===== config.mk =====
export PLATFORM = sky130hd
export DESIGN_NAME = defuzz9
export DESIGN_NICKNAME = d
export VERILOG_FILES = /design/src/rtl/fuzzy_pkg.sv /design/src/rtl/div_restoring.sv /design/src/rtl/defuzz9.sv
export SDC_FILE = /design/constraint.sdc
export NUM_CORES = 1
export LEC_CHECK = 0
export BUFFER_PORTS_ARGS = -buffer_cell sky130_fd_sc_hd__buf_2
export CAP_MARGIN = 0
export CORE_UTILIZATION = 65
export CTS_CLUSTER_DIAMETER = 30
export DETAILED_ROUTE_END_ITERATION = 8
export PLACE_DENSITY = 0.86
export SLEW_MARGIN = 20
export SYNTH_ARGS = -nofsm -noshare
export SYNTH_HDL_FRONTEND = slang
export SYNTH_SLANG_ARGS = --single-unit

===== constraint.sdc =====
create_clock -name clk -period 15.09 [get_ports clk]
set_input_delay 1.509 -clock clk [delete_from_list [all_inputs] [get_ports clk]]
set_output_delay 1.509 -clock clk [all_outputs]
set_load 0.03 [all_outputs]

===== src/rtl/fuzzy_pkg.sv =====
// fuzzy_pkg: widths, FSM states, default singleton table and output saturation
package fuzzy_pkg;
    localparam int W_W   = 16;
    localparam int Y_W   = 16;
    localparam int NUM_W = 36;
    localparam int DEN_W = 20;
    typedef enum logic [1:0] {IDLE, ACC, DIV, DONE} state_t;
    typedef logic [0:2][0:2][15:0] ctab_t;
    localparam ctab_t C_DEFAULT = '{'{16'hC000, 16'hE000, 16'h0000},
                                    '{16'hE000, 16'h0000, 16'h2000},
                                    '{16'h0000, 16'h2000, 16'h4000}};
    function automatic logic [Y_W-1:0] sat_y(input logic [NUM_W-1:0] mag, input logic neg);
        return neg ? (mag > 36'd32768 ? 16'h8000 : 16'(-mag))
                   : (mag > 36'd32767 ? 16'h7FFF : mag[15:0]);
    endfunction
endpackage


===== src/rtl/div_restoring.sv =====
// div_restoring: unsigned restoring divider, result presented with done on the 36th edge after start
module div_restoring
    import fuzzy_pkg::*;
(
    input  logic             clk,
    input  logic             rst,
    input  logic             start,
    input  logic [NUM_W-1:0] n,
    input  logic [DEN_W-1:0] d,
    output logic             done,
    output logic [NUM_W-1:0] q
);
    logic             busy_q, busy_d;
    logic [5:0]       cnt_q, cnt_d;
    logic [NUM_W-1:0] quo_q, quo_d;
    logic [DEN_W-1:0] rem_q, rem_d, dv_q, dv_d;
    logic [DEN_W:0]   sh;
    logic             ge;
    always_comb begin
        sh     = {rem_q, quo_q[NUM_W-1]};
        ge     = sh >= {1'b0, dv_q};
        q      = {quo_q[NUM_W-2:0], ge};
        done   = busy_q && cnt_q == 6'(NUM_W - 1);
        busy_d = busy_q;
        cnt_d  = cnt_q;
        quo_d  = quo_q;
        rem_d  = rem_q;
        dv_d   = dv_q;
        if (start) begin
            busy_d = 1'b1;
            cnt_d  = '0;
            quo_d  = n;
            rem_d  = '0;
            dv_d   = d;
        end else if (busy_q) begin
            quo_d  = q;
            rem_d  = ge ? DEN_W'(sh - {1'b0, dv_q}) : sh[DEN_W-1:0];
            cnt_d  = cnt_q + 6'd1;
            busy_d = !done;
        end
    end
    always_ff @(posedge clk) begin
        if (rst) begin
            busy_q <= 1'b0;
            cnt_q  <= '0;
            quo_q  <= '0;
            rem_q  <= '0;
            dv_q   <= '0;
        end else begin
            busy_q <= busy_d;
            cnt_q  <= cnt_d;
            quo_q  <= quo_d;
            rem_q  <= rem_d;
            dv_q   <= dv_d;
        end
    end
endmodule


===== src/rtl/defuzz9.sv =====
// defuzz9: nine-rule weighted-average defuzzifier with serial MAC and serial divide
module defuzz9
    import fuzzy_pkg::*;
#(
    parameter ctab_t C_TABLE = C_DEFAULT
) (
    input  logic             clk,
    input  logic             rst,
    input  logic             in_valid,
    output logic             in_ready,
    input  logic [W_W-1:0]   w00, w01, w02, w10, w11, w12, w20, w21, w22,
    output logic             out_valid,
    input  logic             out_ready,
    output logic [Y_W-1:0]   y,
    output logic             y_zero
);
    localparam logic [0:8][15:0] C_FLAT = C_TABLE;
    state_t                  state_q, state_d;
    logic [3:0]              cnt_q, cnt_d, idx;
    logic [0:8][W_W-1:0]     w_q, w_d;
    logic signed [32:0]      prod_q, prod_d;
    logic signed [NUM_W-1:0] num_q, num_d;
    logic [DEN_W-1:0]        den_q, den_d;
    logic [Y_W-1:0]          y_q, y_d;
    logic                    yz_q, yz_d;
    logic [W_W-1:0]          w_cur;
    logic signed [16:0]      w_s;
    logic signed [15:0]      c_s;
    logic [NUM_W-1:0]        num_abs, div_q;
    logic                    div_start, div_done;
    always_comb begin
        state_d   = state_q;
        cnt_d     = cnt_q;
        w_d       = w_q;
        num_d     = num_q;
        den_d     = den_q;
        y_d       = y_q;
        yz_d      = yz_q;
        div_start = 1'b0;
        idx       = cnt_q < 4'd9 ? cnt_q : 4'd0;
        w_cur     = w_q[idx];
        w_s       = $signed({1'b0, w_cur});
        c_s       = $signed(C_FLAT[idx]);
        prod_d    = w_s * c_s;
        // the product is registered, so ACC spends one extra cycle draining it into num
        case (state_q)
            IDLE: if (in_valid) begin
                w_d     = {w00, w01, w02, w10, w11, w12, w20, w21, w22};
                cnt_d   = '0;
                num_d   = '0;
                den_d   = '0;
                state_d = ACC;
            end
            ACC: begin
                cnt_d = cnt_q + 4'd1;
                if (cnt_q < 4'd9) den_d = den_q + {4'b0, w_cur};
                if (cnt_q != 4'd0) num_d = num_q + $signed({{3{prod_q[32]}}, prod_q});
                if (cnt_q == 4'd9) begin
                    cnt_d     = '0;
                    state_d   = den_q == '0 ? DONE : DIV;
                    div_start = den_q != '0;
                    y_d       = '0;
                    yz_d      = den_q == '0;
                end
            end
            DIV: if (div_done) begin
                y_d     = sat_y(div_q, num_q[NUM_W-1]);
                yz_d    = 1'b0;
                state_d = DONE;
            end
            default: if (out_ready) state_d = IDLE;
        endcase
        num_abs = num_d[NUM_W-1] ? -num_d : num_d;
    end
    div_restoring u_div (
        .clk   (clk),
        .rst   (rst),
        .start (div_start),
        .n     (num_abs),
        .d     (den_q),
        .done  (div_done),
        .q     (div_q)
    );
    always_ff @(posedge clk) begin
        if (rst) begin
            state_q <= IDLE;
            cnt_q   <= '0;
            w_q     <= '0;
            prod_q  <= '0;
            num_q   <= '0;
            den_q   <= '0;
            y_q     <= '0;
            yz_q    <= 1'b0;
        end else begin
            state_q <= state_d;
            cnt_q   <= cnt_d;
            w_q     <= w_d;
            prod_q  <= prod_d;
            num_q   <= num_d;
            den_q   <= den_d;
            y_q     <= y_d;
            yz_q    <= yz_d;
        end
    end
    assign in_ready  = state_q == IDLE;
    assign out_valid = state_q == DONE;
    assign y         = y_q;
    assign y_zero    = yz_q;
endmodule

* Word-level counts from Yosys, hierarchy flattened *
Memory sizes are Yosys's and may differ from the RTL's.
Cells that the tools add are included.

storage, ports and cells
  bits in registers = 339
  ROM bits = 256
  bits of input ports = 148
  output and inout bits = 19
  logic and storage cells = 99
  memories kept = 1

operators by class
  add/sub/neg operators = 7
  $mul = 1
  $lt $le $gt $ge = 5
  equality and inequality tests = 9
  multiplexer cells = 38
  bitwise logic cells = 1
  reduce and logical (&&, ||, !) cells = 16

memory list
  name             depth  bits a word  read ports  clocked after memory_dff  write ports  RTL line       text
  (no name shown)  16     16           1           0                         0            defuzz9.sv:43  c_s = $signed(C_FLAT[idx]);

operators by type and width
  operator                number
  $mux W36                5
  $mux W16                9
  $pmux W36 S2            1
  $bmux W16 S4            1
  $mux W20                3
  $pmux W20 S2            1
  $add A36 B33 Y36        1
  $gt A36 B15 Y1 const B  1
  $gt A36 B16 Y1 const B  1
  $neg A36 Y36            1
  $mul A17 B16 Y33        1
  $pmux W16 S2            1
  $ge A21 B20 Y1          1
  $add A20 B16 Y20        1
  $logic_not A20 Y1       1
  $reduce_bool A20 Y1     1
  $sub A20 B20 Y20        1
  $neg A16 Y16            1
  $mux W4                 3
  $mux W2                 4
  $ne A2 B2 Y1 const B    4
  $pmux W4 S2             1
  $reduce_bool A4 Y1      2
  $mux W1                 7
  other kinds (19)        24

* Depth between registers and ports, before layout *
Gate-level depths: netlist of run 1.

  depth in word-level cells = 9
  mapped depth = 28
  depth with buffers taken out = 25

* Hierarchy *
From an unflattened synthesis of run 1, not the netlist that was laid out.

unflattened totals
  cells, all modules = 2,488
  area total of the unflattened synthesis = 20,131.8 sq um

by module, submodules not included
  module         instances  cells an instance  area each (sq um)
  defuzz9        1          1,847              15,035.7
  div_restoring  1          641                5,096.1

* Worst setup path after synthesis of run 1 *
OpenSTA, ideal clock, no wires.

  path kind = reg2reg
  start = reg cnt_q[3]
  end = reg prod_q[31]
  data arrival time = 6.815 ns
  required time = 14.956 ns
  setup slack = 8.141 ns
  stages on the path, launching flop included = 26
  cells stage by stage = dfxtp_1 -> clkbuf_1 -> nand2b_1 -> buf_1 -> buf_1 -> mux4_2 -> o21ai_0 -> nand2_1 -> fa_1 -> inv_1 -> ha_1 -> xor2_1 -> ha_1 -> ha_1 -> ha_1 -> ha_1 -> a31o_2 -> a21o_1 -> a21oi_1 -> nor2b_1 -> o21a_1 -> o41ai_1 -> o21ai_0 -> nand2_1 -> nor4_1 -> or4_1

on the way
  word-level cells in the longest chain between the ends = 7
  elaborated cells on any way between the ends = 10
  classes of those cells = mul: 1; order compare: 1; mux: 6; bitwise: 1; memory: 1

RTL lines
  element                                                 RTL line                      text
  start: declaration                                      defuzz9.sv:19                 logic [3:0] cnt_q, cnt_d, idx;
  start signal: assignment                                defuzz9.sv:96                 cnt_q <= cnt_d;
  $lt A4 B4 Y1                                            defuzz9.sv:40                 idx = cnt_q < 4'd9 ? cnt_q : 4'd0;
  $mux W4 (*)                                             defuzz9.sv:40
  $not A4 Y5 (not written as such) (*)                    defuzz9.sv:41, defuzz9.sv:43
  $mem_v2 Z16 W16 / $bmux W16 S4 (equally long branches)  -
  $mux W16, on equally long branches (2 in a row)         defuzz9.sv:43, defuzz9.sv:41
  $mul A17 B16 Y33 (*)                                    defuzz9.sv:44                 prod_d = w_s * c_s;
  end signal: assignment                                  defuzz9.sv:98                 prod_q <= prod_d;
  end: declaration                                        defuzz9.sv:21                 logic signed [32:0] prod_q, prod_d;

Every way passes the cells marked *; elsewhere a longest branch is shown, timed or not. The select of a mux whose other input is x is not followed.
A chain may end at the register's enable or synchronous reset.

* Final worst setup path of run 1 *
Ends and elaborated chain as after synthesis.

==> results of run 1 <==
[cell type report]
class                           instances  area (µm²)
Clock buffer                           73        1610
Clock inverter                         37         583
Fill cell                            2095        6910
Inverter                               82         308
Multi-Input combinational cell       1903       12100
Sequential cell                       326        6530
Tap cell                              390         488
Timing Repair Buffer                  188        1000
[flip-flops by register name (all words and copies together) (netlist names)]
register,count
u_div.busy_q,1
u_div.rem_q,20
u_div.cnt_q,6
y_zero,1
num_q,36
u_div.quo_q,36
y,16
cnt_q,4
state_q,2
prod_q,20
w_q,144
den_q,20
u_div.dv_q,20
[how the worst max path moves through the flow]
stage / from / end / slack (ns)
detailed placement: cnt_q[3]$_SDFFE_PP0P_ / prod_q[31]$_SDFF_PP0_ / 7.71
global placement: cnt_q[3]$_SDFFE_PP0P_ / prod_q[31]$_SDFF_PP0_ / 8.11
floorplan: cnt_q[3]$_SDFFE_PP0P_ / prod_q[31]$_SDFF_PP0_ / 8.14
finish: cnt_q[3]$_SDFFE_PP0P_ / prod_q[31]$_SDFF_PP0_ / 7.51
global route: cnt_q[3]$_SDFFE_PP0P_ / prod_q[31]$_SDFF_PP0_ / 7.13
CTS: cnt_q[3]$_SDFFE_PP0P_ / prod_q[31]$_SDFF_PP0_ / 7.66
[power by group through the flow]
stage	clock network (mW)	logic, mW	registers, mW
5_1_grt	1.48	1.71	1.06
2_1_floorplan	0	1.14	1.02
6_report	1.43	1.53	1.06
4_1_cts	1.43	1.52	1.05
3_3_place_gp	0	1.42	1.06
3_5_place_dp	0	1.48	1.07
[routing by layer]
| layer | wire length, µm | global-route usage, % |
|---|---|---|
| met5 | 0 | 0 |
| met4 | 3100 | 20.6 |
| met3 | 4350 | 5.24 |
| met2 | 26500 | 61.5 |
| met1 | 22600 | 45.7 |
[cells in the mapped netlist, types with 7 or more instances]
library cell	n	area share, %
buf_1	15	0.29
ha_1	148	9.5
a21o_1	23	0.89
nand3_1	33	0.85
nand2b_1	18	0.58
nand3b_1	8	0.31
or2_2	16	0.51
a221oi_1	8	0.36
clkbuf_1	130	2.5
nand4_1	20	0.64
o21a_1	16	0.62
o22ai_1	39	1.3
fa_1	17	1.7
nor2_1	160	3.1
and3_1	26	0.83
nor4_1	23	0.74
a31oi_1	24	0.77
mux4_2	23	2.7
a21oi_1	278	7.1
a32o_1	8	0.41
and2_1	19	0.61
o31ai_1	15	0.58
inv_1	82	1.6
mux2_2	9	0.52
nor3_1	40	1.0
o21bai_1	7	0.27
mux2i_1	38	1.9
o21ai_0	77	2.0
or3_1	14	0.45
or4_1	11	0.42
dfxtp_1	326	33
o211ai_1	16	0.62
a211oi_1	16	0.62
xnor2_1	50	2.2
nand2_1	521	10
xor2_1	43	1.9
a22oi_1	22	0.85
nor2b_1	24	0.77
[worst reg2reg max path, stage by stage (launching register included)]
cell      delay [ns]
dfxtp_1         0.78
nand2b_1        0.50
buf_4           0.39
o21ai_0         0.19
nor2_1          0.66
nand2_1         0.21
fa_1            0.62
inv_1           0.06
ha_1            0.29
and3_1          0.20
ha_1            0.28
ha_1            0.21
ha_1            0.29
ha_1            0.35
a31o_2          0.27
a21o_1          0.18
a21oi_1         0.20
nor2b_1         0.10
o21a_1          0.21
o41ai_1         0.48
o21ai_0         0.28
nand2_1         0.12
nor4_1          0.05
or4_1           0.53
[cell families after synthesis]
group | after synthesis | share of synthesized area, %
buffers and inverters | 230 | 4.44
AOI/OAI and AO/OA | 628 | 20.0
and+or+nand+nor | 946 | 21.5
adders and majority gates | 165 | 11.2
muxes | 71 | 5.20
xor gates and xnor gates | 93 | 4.17
DFF | 326 | 33.5
==> metrics.txt, run 1 <==
status=finished, final reports clean; critical path required time=15.55 ns; clock-pin slew on the worst setup and hold paths=0.05 ns; Worst EP arrival=8.03 ns; clock buffer count from CTS=60; sequential share of power=26.3%; Mapped Avg Cell Area=7.93 µm²; Power, Total=4.01 mW; Num Clock Sinks=326; MaxCap Viol Count=0; Skew-Pair Late Insertion Delay=0.60 ns; CP Cell Sequence=nand2b_1, buf_4, o21ai_0, nor2_1, nand2_1, fa_1, inv_1, ha_1, and3_1, ha_1, ha_1, ha_1, ha_1, a31o_2, a21o_1, a21oi_1, nor2b_1, o21a_1, o41ai_1, o21ai_0, nand2_1, nor4_1, or4_1; Yosys cell types=76; Initial Util=66.0%; max incr delay on CP=0.78 ns; Finished Core Util=76.6%; number of vias per cell=6.26; Slowest-stage cell, CP=dfxtp_1; syn nets=2,772; Hold Buf Count CTS=0; Psw=1.49 mW; drt wl/cell=18.9 µm; maximum VDD drop=0.000126 V; minimum clock period=7.58 ns; part of the cycle the worst path needs=50.2%; Ports=167; RSZ-0062 raised after global routing=false; setup TNS=0 ns; Iteration-0 DRC Markers=1,768; Slew HR=24.6%; Seq/Total Area, Yosys=33.5%; cells after synthesis=2,459; detailed placer's ending HPWL=40.0 mm; mapped cell area=19,500 µm²; Final #Nets=2,874; Residual DRC=0; FF-to-FF Start=cnt_q[3]$_SDFFE_PP0P_; Yosys warning count=0; CP delay by family, top=simple AND/OR/NAND/NOR gates; Die Footprint=30,700 µm²; Vias=18,800; Post-DRT Antenna Nets=0; vias in the first global route=18,100; CTS tree=done; Clock Path Buffers=3; core area=29,600 µm²; post-synthesis register bit count=326; first-pass GRT wire length=91.3 mm; Worst Path Max Fanout=23; worst reg-to-reg setup slack=7.51 ns; largest net degree at the start of global routing=109; global-route usage over all layers=36.8%; Hold Startpoint=y[0]$_SDFFE_PP0P_; pre-CTS setup slack=7.71 ns; switch share=37.1%; crit path buf inv count=2; initial antenna violation count=0; static leakage=9.50 nW; Gate power share=38.1%; Routed WL=56.5 mm; # Post-CTS Setup Buffers=0; final setup violation count=0; final instance area=22,700 µm²; commonest non-fill, non-tap cell in the layout=nand2_1; clk_skew=0.0234 ns; internal power=2.53 mW; WS Path Type=reg2reg; Resize count post-CTS=0; htree depth=2; Slew Viols, Final=0; most frequent CP cell=ha_1; crit end category=flop; placed inst area=20,500 µm²; hold path depth=2; hold_ws=0.443 ns; Die Y=175 µm; share of layout cells above drive strength 1=13.8%; Tightest Pin Transition=1.13 ns; Placer Congestion=0.970; reg2reg path depth=23; input/output buffers=166; Crit Reg-Reg Endpoint=prod_q[31]$_SDFF_PP0_; Chip Width=175 µm; hold endpoint=y[0]$_SDFFE_PP0P_; grt total ovfl=0; post-route setup slack=7.51 ns; Critical Path Source Type=flop; clock network fraction of design power=35.6%; dpl cells=2,889; Hold Vio Cnt, Final=0; Synth Flop Type=dfxtp_1; Finished Layout Cells=2,999; Area Growth Syn to Fin=16.1%; Pre-Repair DR Iteration Count=5; Power Density=177 nW/µm²; number of synthesized flops with an enable pin=0; clock root buffer=clkbuf_16; number of diodes=0; most frequent cells in the layout=nand2_1 (520), dfxtp_1 (325), a21oi_1 (277); row count=63; highest clock rate=132 MHz; Critical Path Stages=23; Synth async-reset ratio=0%; worst hold-check path type=reg2reg
Power figures use the tool's default switching activity.
==> run 2: changes to the inputs <==
Settings changed: CORE_UTILIZATION 65 to 61, PLACE_DENSITY 0.86 to 0.81.
Clock period 15.09 ns to 7.6 ns, I/O delays scaled along.
==> run 2 against run 1 <==
  * Maximum frequency grew 8.9%
  * Worst hold slack lost 0.023 ns
  * Non-clock buffer count grew 7
  * Design area grew 1.5%
  * Cell count grew 1.2%
  * Die area grew 6.5%
==> metrics.txt, run 2 (synthesized netlist as in run 1, its figures left out) <==
share of layout cells above drive strength 1=14.5% (+0.72 points); Die Footprint=32,700 µm² (+6.5%); detailed placer's ending HPWL=39.2 mm (-2.0%); Hold Startpoint=w21[0]; number of flip-flops in the largest register=144 (unchanged); hold_ws=0.420 ns (-0.0228 ns); number of vias per cell=6.11 (-2.3%); dpl cells=2,908 (+0.66%); Finished Layout Cells=3,034 (+1.2%); Top Registers=w_q: 144 flops, num_q: 36 flops, u_div.quo_q: 36 flops; grt total ovfl=0 (unchanged); FF-to-FF Start=cnt_q[3]$_SDFFE_PP0P_; Resize count post-CTS=0 (unchanged); setup TNS=0 ns (unchanged); met1 Usage GRT=42.1% (-3.6 points); Slew Viols, Final=0 (unchanged); part of the cycle the worst path needs=91.6% (+41 points); Placer Congestion=0.942 (-2.9%); minimum clock period=6.96 ns (-0.618 ns); clock-pin slew on the worst setup and hold paths=0.05 ns (about the same); reg2reg path depth=24 (+4.3%); busiest grt layer=met2; input/output buffers=166 (unchanged); status=finished, final reports clean; Ports=167 (unchanged); initial antenna violation count=0 (unchanged); Iteration-0 DRC Markers=1,734 (-1.9%); global-route usage over all layers=33.9% (-3.0 points); final setup violation count=0 (unchanged); Critical Path Source Type=flop; vias in the first global route=17,700 (-2.2%); placed inst area=20,500 µm² (+0.33%); row count=65 (+3.2%); Vias=18,600 (-1.1%); highest clock rate=144 MHz (+8.9%); Post-DRT Antenna Nets=0 (unchanged); Hold Vio Cnt, Final=0 (unchanged); CTS tree=done; RSZ-0062 raised after global routing=false; critical path required time=8.05 ns (-7.50 ns); Power Density=358 nW/µm² (+100%); Final #Nets=2,890 (+0.56%); clock root buffer=clkbuf_16; core area=31,500 µm² (+6.5%); hold path depth=3 (+1); Worst EP arrival=7.41 ns (-0.62 ns); static leakage=9.69 nW (+2.0%); worst hold-check path type=in2reg; htree depth=3 (+1); Pre-Repair DR Iteration Count=6 (+1); drt wl/cell=18.3 µm (-3.0%); Residual DRC=0 (unchanged); # Post-CTS Setup Buffers=0 (unchanged); Power, Total=8.22 mW (+100%); Clock Path Buffers=3 (unchanged); MaxCap Viol Count=0 (unchanged); Initial Util=62.0% (-4.0 points); number of diodes=0 (unchanged); routing usage on met3=5.28% (+0.043 points); WS Path Type=reg2reg; maximum VDD drop=0.000262 V (+110%); Num Clock Sinks=326 (unchanged); Tightest Pin Transition=1.04 ns (-0.0918 ns); Slew HR=30.8% (+6.2 points); Die Y=181 µm (+3.2%); clk_skew=0.0223 ns (-0.00111 ns); most frequent cells in the layout=nand2_1 (520), dfxtp_1 (325), a21oi_1 (277); Chip Width=181 µm (+3.2%); Worst Path Max Fanout=22 (-4.3%); Top reg by flops=w_q; largest net degree at the start of global routing=109 (unchanged); grt met2 use=55.5% (-5.9 points); Skew-Pair Late Insertion Delay=0.58 ns (-0.02 ns); Area Growth Syn to Fin=17.8%; commonest non-fill, non-tap cell in the layout=nand2_1; clock buffer count from CTS=69 (+15%); first-pass GRT wire length=89.3 mm (-2.2%); final instance area=23,000 µm² (+1.5%); Critical Path Start=cnt_q[3]$_SDFFE_PP0P_; crit end category=flop; Hold Buf Count CTS=0 (unchanged); Routed WL=55.5 mm (-1.8%)
run 2: cell count changes in the layout (fill, tap and decap cells not counted), moves of 3 or more:
cell,previous run,this run
buf_4,22,29
clkbuf_16,60,73
clkinv_2,4,8
clkbuf_8,7,10
run 2: per-stage QoR:
step	worst slack (ns)	util [%]
5_1_grt	0.224	73.0
3_3_place_gp	0.941	65.2
3_5_place_dp	0.752	65.2
4_1_cts	0.693	73.0
2_1_floorplan	0.651	-
6_report	0.640	73.0
run 2: worst paths after layout:
check	to	slack (ns)
worst max-delay path	prod_q[31]$_SDFF_PP0_	0.64
worst min-delay path	w_q[16]$_SDFFE_PP0P_	0.42
worst min register to register	u_div.dv_q[6]$_SDFFE_PP0P_	0.45
worst max register to register	prod_q[31]$_SDFF_PP0_	0.64
run 2: layout make-up:
type                            instances  area (µm²)
Multi-Input combinational cell       1903       12100
Timing Repair Buffer                  195        1060
Clock inverter                         36         482
Sequential cell                       326        6530
Inverter                               82         308
Fill cell                            2317        8480
Clock buffer                           90        1980
Tap cell                              402         503
run 2: routing by layer:
layer  part of all wire (%)  vias to the layer above
met5                      0                        -
met4                    5.1                        0
met3                    6.9                      158
met2                     47                      780
li1                       -                     8949
met1                     41                     8665
run 2: worst max-delay path: stages (launching register included):
cell and delay, ns:
dfxtp_1 0.32, buf_4 0.24, nand2b_1 0.60, buf_4 0.39
mux4_2 0.35, o21ai_0 0.30, nand2_1 0.13, fa_1 0.56
inv_1 0.05, ha_1 0.32, xor2_1 0.17, ha_1 0.30
ha_1 0.21, ha_1 0.29, ha_1 0.35, a31o_2 0.27
a21o_1 0.18, a21oi_1 0.17, nor2b_1 0.08, o21a_1 0.19
o41ai_1 0.40, o21ai_0 0.28, nand2_1 0.13, nor4_1 0.04
or4_1 0.51
run 2: power breakdown:
| group | internal [mW] | switching, mW |
|---|---|---|
| sequential | 1.92 | 0.166 |
| combinational | 1.20 | 1.81 |
| clock | 2.15 | 0.975 |
